`config.mk`:
```
export PLATFORM = sky130hd
export DESIGN_NAME = ex_stage
export DESIGN_NICKNAME = d
export VERILOG_FILES = /design/src/rtl/ex_stage_pkg.sv /design/src/rtl/ex_mult.sv /design/src/rtl/ex_stage.sv
export SDC_FILE = /design/constraint.sdc
export NUM_CORES = 2
export LEC_CHECK = 0
export BUFFER_PORTS_ARGS = -buffer_cell sky130_fd_sc_hd__buf_2
export CORE_UTILIZATION = 45
export CTS_BUF_LIST = sky130_fd_sc_hd__clkbuf_4 sky130_fd_sc_hd__clkbuf_8 sky130_fd_sc_hd__clkbuf_16
export CTS_CLUSTER_DIAMETER = 120
export DETAILED_ROUTE_END_ITERATION = 10
export GPL_TIMING_DRIVEN = 1
export PLACE_DENSITY_LB_ADDON = 0.25
export SKIP_CTS_REPAIR_TIMING = 1
export SYNTH_ARGS = -nofsm -noshare
export SYNTH_HDL_FRONTEND = slang
export SYNTH_SLANG_ARGS = --single-unit
```
`constraint.sdc`:
```
create_clock -name clk -period 39.5 [get_ports clk]
set_clock_uncertainty 0.05 [all_clocks]
set_input_delay 3.95 -clock clk [delete_from_list [all_inputs] [get_ports clk]]
set_output_delay 3.95 -clock clk [all_outputs]
set_load 0.01 [all_outputs]
```
`src/rtl/ex_stage_pkg.sv`:
```
// Shared constants for the execute stage: operation codes, result classes,
// enable/disable levels and the MAC accumulate FSM state encoding.
package ex_stage_pkg;

    localparam int unsigned ALUOPBUS   = 8;
    localparam int unsigned ALUSELBUS  = 3;
    localparam int unsigned REGADDRBUS = 5;

    localparam logic        RSTENABLE   = 1'b1;
    localparam logic        WRITEENABLE = 1'b1;
    localparam logic        WRITEDISABLE = 1'b0;
    localparam logic [31:0] ZEROWORD    = 32'h0;

    // Result classes
    localparam logic [2:0] EXE_RES_NOP        = 3'b000;
    localparam logic [2:0] EXE_RES_LOGIC      = 3'b001;
    localparam logic [2:0] EXE_RES_SHIFT      = 3'b010;
    localparam logic [2:0] EXE_RES_MOVE       = 3'b011;
    localparam logic [2:0] EXE_RES_ARITHMETIC = 3'b100;

    // Operation codes
    localparam logic [7:0] EXE_NOP_OP   = 8'b00000000;
    localparam logic [7:0] EXE_AND_OP   = 8'b00100100;
    localparam logic [7:0] EXE_OR_OP    = 8'b00100101;
    localparam logic [7:0] EXE_XOR_OP   = 8'b00100110;
    localparam logic [7:0] EXE_NOR_OP   = 8'b00100111;
    localparam logic [7:0] EXE_SLL_OP   = 8'b01111100;
    localparam logic [7:0] EXE_SLLV_OP  = 8'b00000100;
    localparam logic [7:0] EXE_SRL_OP   = 8'b00000010;
    localparam logic [7:0] EXE_SRLV_OP  = 8'b00000110;
    localparam logic [7:0] EXE_SRA_OP   = 8'b00000011;
    localparam logic [7:0] EXE_SRAV_OP  = 8'b00000111;
    localparam logic [7:0] EXE_MOVZ_OP  = 8'b00001010;
    localparam logic [7:0] EXE_MOVN_OP  = 8'b00001011;
    localparam logic [7:0] EXE_MFHI_OP  = 8'b00010000;
    localparam logic [7:0] EXE_MTHI_OP  = 8'b00010001;
    localparam logic [7:0] EXE_MFLO_OP  = 8'b00010010;
    localparam logic [7:0] EXE_MTLO_OP  = 8'b00010011;
    localparam logic [7:0] EXE_SLT_OP   = 8'b00101010;
    localparam logic [7:0] EXE_SLTU_OP  = 8'b00101011;
    localparam logic [7:0] EXE_ADD_OP   = 8'b00100000;
    localparam logic [7:0] EXE_ADDU_OP  = 8'b00100001;
    localparam logic [7:0] EXE_SUB_OP   = 8'b00100010;
    localparam logic [7:0] EXE_SUBU_OP  = 8'b00100011;
    localparam logic [7:0] EXE_ADDI_OP  = 8'b01010101;
    localparam logic [7:0] EXE_ADDIU_OP = 8'b01010110;
    localparam logic [7:0] EXE_CLZ_OP   = 8'b10110000;
    localparam logic [7:0] EXE_CLO_OP   = 8'b10110001;
    localparam logic [7:0] EXE_MULT_OP  = 8'b00011000;
    localparam logic [7:0] EXE_MULTU_OP = 8'b00011001;
    localparam logic [7:0] EXE_MUL_OP   = 8'b10101001;
    localparam logic [7:0] EXE_MADD_OP  = 8'b10100110;
    localparam logic [7:0] EXE_MADDU_OP = 8'b10101000;
    localparam logic [7:0] EXE_MSUB_OP  = 8'b10101010;
    localparam logic [7:0] EXE_MSUBU_OP = 8'b10101011;

    // MAC accumulate FSM
    typedef enum logic {
        EX_MAC_IDLE = 1'b0,
        EX_MAC_ACC  = 1'b1
    } ex_mac_state_t;

endpackage

```
`src/rtl/ex_mult.sv`:
```
// Combinational DATA_W x DATA_W multiplier with signed/unsigned select,
// shared by MUL, MULT/MULTU and the MAC operations.
module ex_mult #(
    parameter int unsigned DATA_W = 32
) (
    input  logic [DATA_W-1:0]   a,
    input  logic [DATA_W-1:0]   b,
    input  logic                is_signed,
    output logic [2*DATA_W-1:0] p
);

    logic [2*DATA_W-1:0] a_ext;
    logic [2*DATA_W-1:0] b_ext;

    // Sign- or zero-extend to full width; the truncated product is then exact
    always_comb begin
        a_ext = is_signed ? {{DATA_W{a[DATA_W-1]}}, a} : {{DATA_W{1'b0}}, a};
        b_ext = is_signed ? {{DATA_W{b[DATA_W-1]}}, b} : {{DATA_W{1'b0}}, b};
        p     = a_ext * b_ext;
    end

endmodule

```
`src/rtl/ex_stage.sv`:
```
// Execute stage: ALU result mux, HI/LO forwarding and write requests, and the
// two-cycle multiply-accumulate sequence with a first-cycle stall request.
module ex_stage
    import ex_stage_pkg::*;
#(
    parameter int unsigned DATA_W = 32
) (
    input  logic                  clk,
    input  logic                  rst,
    input  logic [ALUOPBUS-1:0]   aluop_i,
    input  logic [ALUSELBUS-1:0]  alusel_i,
    input  logic [DATA_W-1:0]     reg1_i,
    input  logic [DATA_W-1:0]     reg2_i,
    input  logic [REGADDRBUS-1:0] wd_i,
    input  logic                  wreg_i,
    input  logic [DATA_W-1:0]     hi_i,
    input  logic [DATA_W-1:0]     lo_i,
    input  logic                  mem_whilo_i,
    input  logic [DATA_W-1:0]     mem_hi_i,
    input  logic [DATA_W-1:0]     mem_lo_i,
    input  logic                  wb_whilo_i,
    input  logic [DATA_W-1:0]     wb_hi_i,
    input  logic [DATA_W-1:0]     wb_lo_i,
    output logic [REGADDRBUS-1:0] wd_o,
    output logic                  wreg_o,
    output logic [DATA_W-1:0]     wdata_o,
    output logic                  whilo_o,
    output logic [DATA_W-1:0]     hi_o,
    output logic [DATA_W-1:0]     lo_o,
    output logic                  stallreq
);

    localparam int unsigned SHW = $clog2(DATA_W);

    ex_mac_state_t       state;
    logic [2*DATA_W-1:0] acc;

    logic [DATA_W-1:0]   fwd_hi, fwd_lo;
    logic [DATA_W-1:0]   sum;
    logic                is_sub, ov_sum, is_mac, mul_signed;
    logic [2*DATA_W-1:0] prod;
    logic [2*DATA_W-1:0] mac_sum;
    logic [DATA_W-1:0]   logic_res, shift_res, move_res, arith_res;
    logic [DATA_W-1:0]   lead_cnt;
    logic                lead_done;

    ex_mult #(.DATA_W(DATA_W)) u_mult (
        .a         (reg1_i),
        .b         (reg2_i),
        .is_signed (mul_signed),
        .p         (prod)
    );

    // Latest HI/LO value: MEM-stage write wins over WB-stage write
    always_comb begin
        if (mem_whilo_i) begin
            fwd_hi = mem_hi_i;
            fwd_lo = mem_lo_i;
        end else if (wb_whilo_i) begin
            fwd_hi = wb_hi_i;
            fwd_lo = wb_lo_i;
        end else begin
            fwd_hi = hi_i;
            fwd_lo = lo_i;
        end
    end

    // Operation decode helpers, adder/subtractor and overflow detection
    always_comb begin
        is_mac     = (aluop_i == EXE_MADD_OP) || (aluop_i == EXE_MADDU_OP) ||
                     (aluop_i == EXE_MSUB_OP) || (aluop_i == EXE_MSUBU_OP);
        mul_signed = (aluop_i == EXE_MULT_OP) || (aluop_i == EXE_MUL_OP) ||
                     (aluop_i == EXE_MADD_OP) || (aluop_i == EXE_MSUB_OP);
        is_sub     = (aluop_i == EXE_SUB_OP) || (aluop_i == EXE_SUBU_OP);
        sum        = is_sub ? (reg1_i - reg2_i) : (reg1_i + reg2_i);
        // Sign-based overflow checked directly on operand signs so that
        // subtracting the most negative value is classified correctly
        if (is_sub)
            ov_sum = (reg1_i[DATA_W-1] != reg2_i[DATA_W-1]) &&
                     (sum[DATA_W-1] != reg1_i[DATA_W-1]);
        else
            ov_sum = (reg1_i[DATA_W-1] == reg2_i[DATA_W-1]) &&
                     (sum[DATA_W-1] != reg1_i[DATA_W-1]);
        mac_sum    = {fwd_hi, fwd_lo} + acc;
    end

    // Leading zero/one count of reg1 (CLO counts leading ones)
    always_comb begin
        lead_cnt  = '0;
        lead_done = 1'b0;
        for (int unsigned i = 0; i < DATA_W; i++) begin
            if (!lead_done && (reg1_i[DATA_W-1-i] == (aluop_i == EXE_CLO_OP)))
                lead_cnt = lead_cnt + 1'b1;
            else
                lead_done = 1'b1;
        end
    end

    // Per-class results
    always_comb begin
        logic_res = '0;
        case (aluop_i)
            EXE_OR_OP:  logic_res = reg1_i | reg2_i;
            EXE_AND_OP: logic_res = reg1_i & reg2_i;
            EXE_XOR_OP: logic_res = reg1_i ^ reg2_i;
            EXE_NOR_OP: logic_res = ~(reg1_i | reg2_i);
            default:    logic_res = '0;
        endcase

        shift_res = '0;
        case (aluop_i)
            EXE_SLL_OP, EXE_SLLV_OP: shift_res = reg2_i << reg1_i[SHW-1:0];
            EXE_SRL_OP, EXE_SRLV_OP: shift_res = reg2_i >> reg1_i[SHW-1:0];
            EXE_SRA_OP, EXE_SRAV_OP: shift_res = $signed(reg2_i) >>> reg1_i[SHW-1:0];
            default:                 shift_res = '0;
        endcase

        move_res = '0;
        case (aluop_i)
            EXE_MFHI_OP:              move_res = fwd_hi;
            EXE_MFLO_OP:              move_res = fwd_lo;
            EXE_MOVN_OP, EXE_MOVZ_OP: move_res = reg1_i;
            default:                  move_res = '0;
        endcase

        arith_res = '0;
        case (aluop_i)
            EXE_ADD_OP, EXE_ADDU_OP, EXE_ADDI_OP, EXE_ADDIU_OP,
            EXE_SUB_OP, EXE_SUBU_OP:
                arith_res = sum;
            EXE_SLT_OP:
                arith_res = {{(DATA_W-1){1'b0}}, ($signed(reg1_i) < $signed(reg2_i))};
            EXE_SLTU_OP:
                arith_res = {{(DATA_W-1){1'b0}}, (reg1_i < reg2_i)};
            EXE_CLZ_OP, EXE_CLO_OP:
                arith_res = lead_cnt;
            EXE_MUL_OP:
                arith_res = prod[DATA_W-1:0];
            default:
                arith_res = '0;
        endcase
    end

    // Output mux, HI/LO write requests and MAC stall; all zero under reset
    always_comb begin
        wd_o     = '0;
        wreg_o   = 1'b0;
        wdata_o  = '0;
        whilo_o  = 1'b0;
        hi_o     = '0;
        lo_o     = '0;
        stallreq = 1'b0;
        if (rst != RSTENABLE) begin
            wd_o   = wd_i;
            wreg_o = wreg_i;
            if (((aluop_i == EXE_ADD_OP) || (aluop_i == EXE_ADDI_OP)) && ov_sum)
                wreg_o = WRITEDISABLE;

            case (alusel_i)
                EXE_RES_LOGIC:      wdata_o = logic_res;
                EXE_RES_SHIFT:      wdata_o = shift_res;
                EXE_RES_MOVE:       wdata_o = move_res;
                EXE_RES_ARITHMETIC: wdata_o = arith_res;
                default:            wdata_o = '0;
            endcase

            if (is_mac) begin
                if (state == EX_MAC_IDLE) begin
                    stallreq = 1'b1;
                end else begin
                    whilo_o       = WRITEENABLE;
                    {hi_o, lo_o}  = mac_sum;
                end
            end else begin
                case (aluop_i)
                    EXE_MTHI_OP: begin
                        whilo_o = WRITEENABLE;
                        hi_o    = reg1_i;
                        lo_o    = fwd_lo;
                    end
                    EXE_MTLO_OP: begin
                        whilo_o = WRITEENABLE;
                        hi_o    = fwd_hi;
                        lo_o    = reg1_i;
                    end
                    EXE_MULT_OP, EXE_MULTU_OP: begin
                        whilo_o      = WRITEENABLE;
                        {hi_o, lo_o} = prod;
                    end
                    default: begin
                        whilo_o = 1'b0;
                    end
                endcase
            end
        end
    end

    // MAC sequencer: capture (possibly negated) product, then release stall
    always_ff @(posedge clk or posedge rst) begin
        if (rst) begin
            state <= EX_MAC_IDLE;
            acc   <= '0;
        end else begin
            case (state)
                EX_MAC_IDLE: begin
                    if (is_mac) begin
                        if ((aluop_i == EXE_MSUB_OP) || (aluop_i == EXE_MSUBU_OP))
                            acc <= ~prod + 1'b1;
                        else
                            acc <= prod;
                        state <= EX_MAC_ACC;
                    end
                end
                EX_MAC_ACC: begin
                    state <= EX_MAC_IDLE;
                end
                default: begin
                    state <= EX_MAC_IDLE;
                end
            endcase
        end
    end

endmodule

```
==> impl_metrics.env <==
export IMPL_grt_use_total=0.407
export IMPL_start_util=0.454
export IMPL_hold_path_class="reg2reg"
export IMPL_path_class="in2out"
export IMPL_clock_root_buffer="clkbuf_16"
export IMPL_area_growth_syn_to_layout_pct=6.60
export IMPL_fmax_ghz=0.0329
export IMPL_grt_max_degree=91
export IMPL_grt_pass1_vias=64100
export IMPL_async_reset_ff_frac=1.00
export IMPL_synth_compound_area_frac=0.126
export IMPL_ys_seq_area_frac=0.0236
export IMPL_drtAntennaViolNets=0
export IMPL_clk_latency_ns=0.36
export IMPL_io_buffer_count=380
export IMPL_finalCriticalPeriod_ns=30.39
export IMPL_io_pins=381
export IMPL_die_w_um=394
export IMPL_dp_cells=10500
export IMPL_std_cell_rows=143
export IMPL_critPathBufInv=9
export IMPL_clockBufferDepth=2
export IMPL_cap_violations=1
export IMPL_min_period_over_period=0.769
export IMPL_dp_hpwl_um=256000
export IMPL_fin_setup_tns_ns=0
export IMPL_worst_pin_slew_ns=1.64
export IMPL_crit_path_start_kind="input port"
export IMPL_grtUsageMet1=0.511
export IMPL_met2_usage=0.613
export IMPL_drt_iter0_drc=7770
export IMPL_core_area_um2=152000
export IMPL_dieArea_um2=155000
export IMPL_nNetsFinal=10700
export IMPL_setup_viol=0
export IMPL_synth_top_family_by_area="adder cells"
export IMPL_synth_nets=10600
export IMPL_synthSimpleGateAreaFrac=0.144
export IMPL_drive_above_1_share=0.0853
export IMPL_syn_inst=8395
export IMPL_synthesis_area_um2=69000
export IMPL_critical_path_endpoint_type="output pin"
export IMPL_busiest_layer="met2"
export IMPL_synthXorXnorAreaFrac=0.0534
export IMPL_synthFlopType="dfrtp_1"
export IMPL_grt_pass1_wl_um=454000
export IMPL_stdcell_area_um2=73500
export IMPL_violations="max-capacitance violations, max-slew violations"
export IMPL_avgSynthCellArea_um2=8.22
export IMPL_route_vias_total=63600
export IMPL_mostFrequentLayoutCells="1,590 x inv_1, 1,443 x fa_1, 1,230 x nand2_1, 655 x nor2_1, 483 x ha_1"
export IMPL_ys_warn_count=0
export IMPL_layout_commonest_cell="inv_1"
export IMPL_synth_seq_cells=65
export IMPL_critPathMaxFanout=26
export IMPL_num_fill_cells=15100
export IMPL_antenna_found_initial=16
export IMPL_wire_per_inst_um=30.1
export IMPL_crit_slowest_cell="or4b_1"
export IMPL_gp_congestion=1.08
export IMPL_instances_no_fill=10600
export IMPL_synth_cell_types=114
export IMPL_status="complete, but fails checks"
export IMPL_synth_edf_count=0
export IMPL_synthAdderAreaFrac=0.507
export IMPL_cp_common_cell="ha_1"
export IMPL_cts_max_level=3
export IMPL_use_met3=0.116
export IMPL_vias_per_cell=6.02
export IMPL_slowest_delay_ns=0.70
export IMPL_die_h_um=394
export IMPL_drtPass1Iterations=8
export IMPL_drt_total_wl_um=318000
export IMPL_slew_violations=5
export IMPL_gr_total_overflow=0
export IMPL_drc=0
export IMPL_placed_cell_area_um2=73200
export IMPL_rsz0062_at_grt="no"
export IMPL_synth_area_mux_share=0.0326
export IMPL_maxSlewHeadroom=-0.0985
export IMPL_critPathArrivalTime_ns=26.39
export IMPL_cts_clk_slew_worst_paths_ns=0.06
export IMPL_cp_data_required_time_ns=35.50
export IMPL_cts_tree="built"
export IMPL_hold_viol=0
export IMPL_critPathTopFamily="adder cells"
export IMPL_cts_buffers=9
export IMPL_clock_sinks=65
==> metrics by stage <==
step | utilization | hold slack [ns] | worst slack [ns]
final | 0.484 | 0.439 | 9.11
after global routing | 0.483 | 0.457 | 7.57
after CTS | 0.483 | 0.439 | 9.34
after detailed placement | 0.481 | 0.426 | 9.45
after global placement | 0.481 | 0.420 | 9.46
after floorplan | - | 0.395 | 12.07
==> state kept, by name (all words and copies together) (netlist names) <==
signal / count
acc: 64
state: 1
==> cell type report <==
class | count | area, µm² | share of cell area
antenna | 11 | 27.5 | 0.000374
clock buffer | 11 | 246 | 0.00335
clock inverter | 5 | 55.1 | 0.000749
inverter | 1614 | 6060 | 0.0824
multi-input combinational | 6257 | 59700 | 0.811
sequential | 65 | 1630 | 0.0221
tap | 2030 | 2540 | 0.0345
timing repair buffer | 566 | 3320 | 0.0451
==> worst paths after layout <==
check / cells past startpoint / slack [ns] / startpoint / endpoint
max in group asynchronous: 3 / 34.50 / rst / acc[50]
min in group asynchronous: 3 / 4.20 / rst / acc[1]
min: 2 / 0.44 / acc[11] / acc[11]
min reg2reg: 2 / 0.44 / acc[11] / acc[11]
max: 114 / 9.11 / aluop_i[0] / wdata_o[8]
max reg2reg: 5 / 37.23 / state / acc[34]
==> worst register-to-register path, stage by stage, from the launching register on <==
cell and delay (ns):
dfrtp_1 0.38, inv_1 0.34, nand3_4 0.45, buf_4 0.57, nand2_1 0.19, o21ai_0 0.11
==> synthesized netlist by cell type, types with 9 or more instances <==
| cell type | count | area share |
|---|---|---|
| a22oi_1 | 54 | 0.0059 |
| buf_1 | 112 | 0.0061 |
| o21bai_1 | 45 | 0.0049 |
| ha_1 | 483 | 0.088 |
| a211oi_1 | 37 | 0.0040 |
| a222oi_1 | 51 | 0.0074 |
| nor2b_1 | 31 | 0.0028 |
| nand2_1 | 1231 | 0.067 |
| a21oi_1 | 362 | 0.026 |
| and2_1 | 27 | 0.0024 |
| mux4_2 | 9 | 0.0029 |
| o2111ai_1 | 11 | 0.0014 |
| clkbuf_1 | 337 | 0.018 |
| mux2i_1 | 167 | 0.024 |
| nand2b_1 | 39 | 0.0035 |
| fa_1 | 1444 | 0.42 |
| o41ai_1 | 9 | 0.0011 |
| xnor2_1 | 262 | 0.033 |
| nand3_1 | 81 | 0.0059 |
| o21a_1 | 34 | 0.0037 |
| nand3b_1 | 9 | 0.00098 |
| clkinv_1 | 11 | 0.00060 |
| nor3_1 | 97 | 0.0070 |
| a211o_1 | 9 | 0.0011 |
| or2_2 | 12 | 0.0011 |
| or3_1 | 31 | 0.0028 |
| o31ai_1 | 21 | 0.0023 |
| xor2_1 | 92 | 0.012 |
| and3_1 | 31 | 0.0028 |
| a21o_1 | 69 | 0.0075 |
| o21ai_0 | 445 | 0.032 |
| nor2_1 | 657 | 0.036 |
| a31oi_1 | 44 | 0.0040 |
| inv_2 | 12 | 0.00065 |
| a21boi_0 | 12 | 0.0013 |
| dfrtp_1 | 65 | 0.024 |
| inv_1 | 1591 | 0.087 |
| nand4_1 | 34 | 0.0031 |
| a221oi_1 | 23 | 0.0029 |
| o221ai_1 | 9 | 0.0011 |
| o211ai_1 | 40 | 0.0044 |
| nor4_1 | 12 | 0.0011 |
| mux2_2 | 30 | 0.0049 |
| o22ai_1 | 22 | 0.0020 |
==> logic make-up after synthesis <==
kind of cell,after synthesis
xor+xnor,381
compound gates,1390
simple gates,2349
fa+ha+maj,1929
buf+inv,2073
mux,208
flops,65
==> routing by layer <==
metal  part of all wire  up-vias
li1                   -    26600
met1               0.37    32100
met2               0.43     3911
met3               0.12      935
met5           0.000072        -
met4              0.082        4
Power is not shown: default switching activity piles up to over one toggle a cycle in this logic, so the estimate is an artifact.
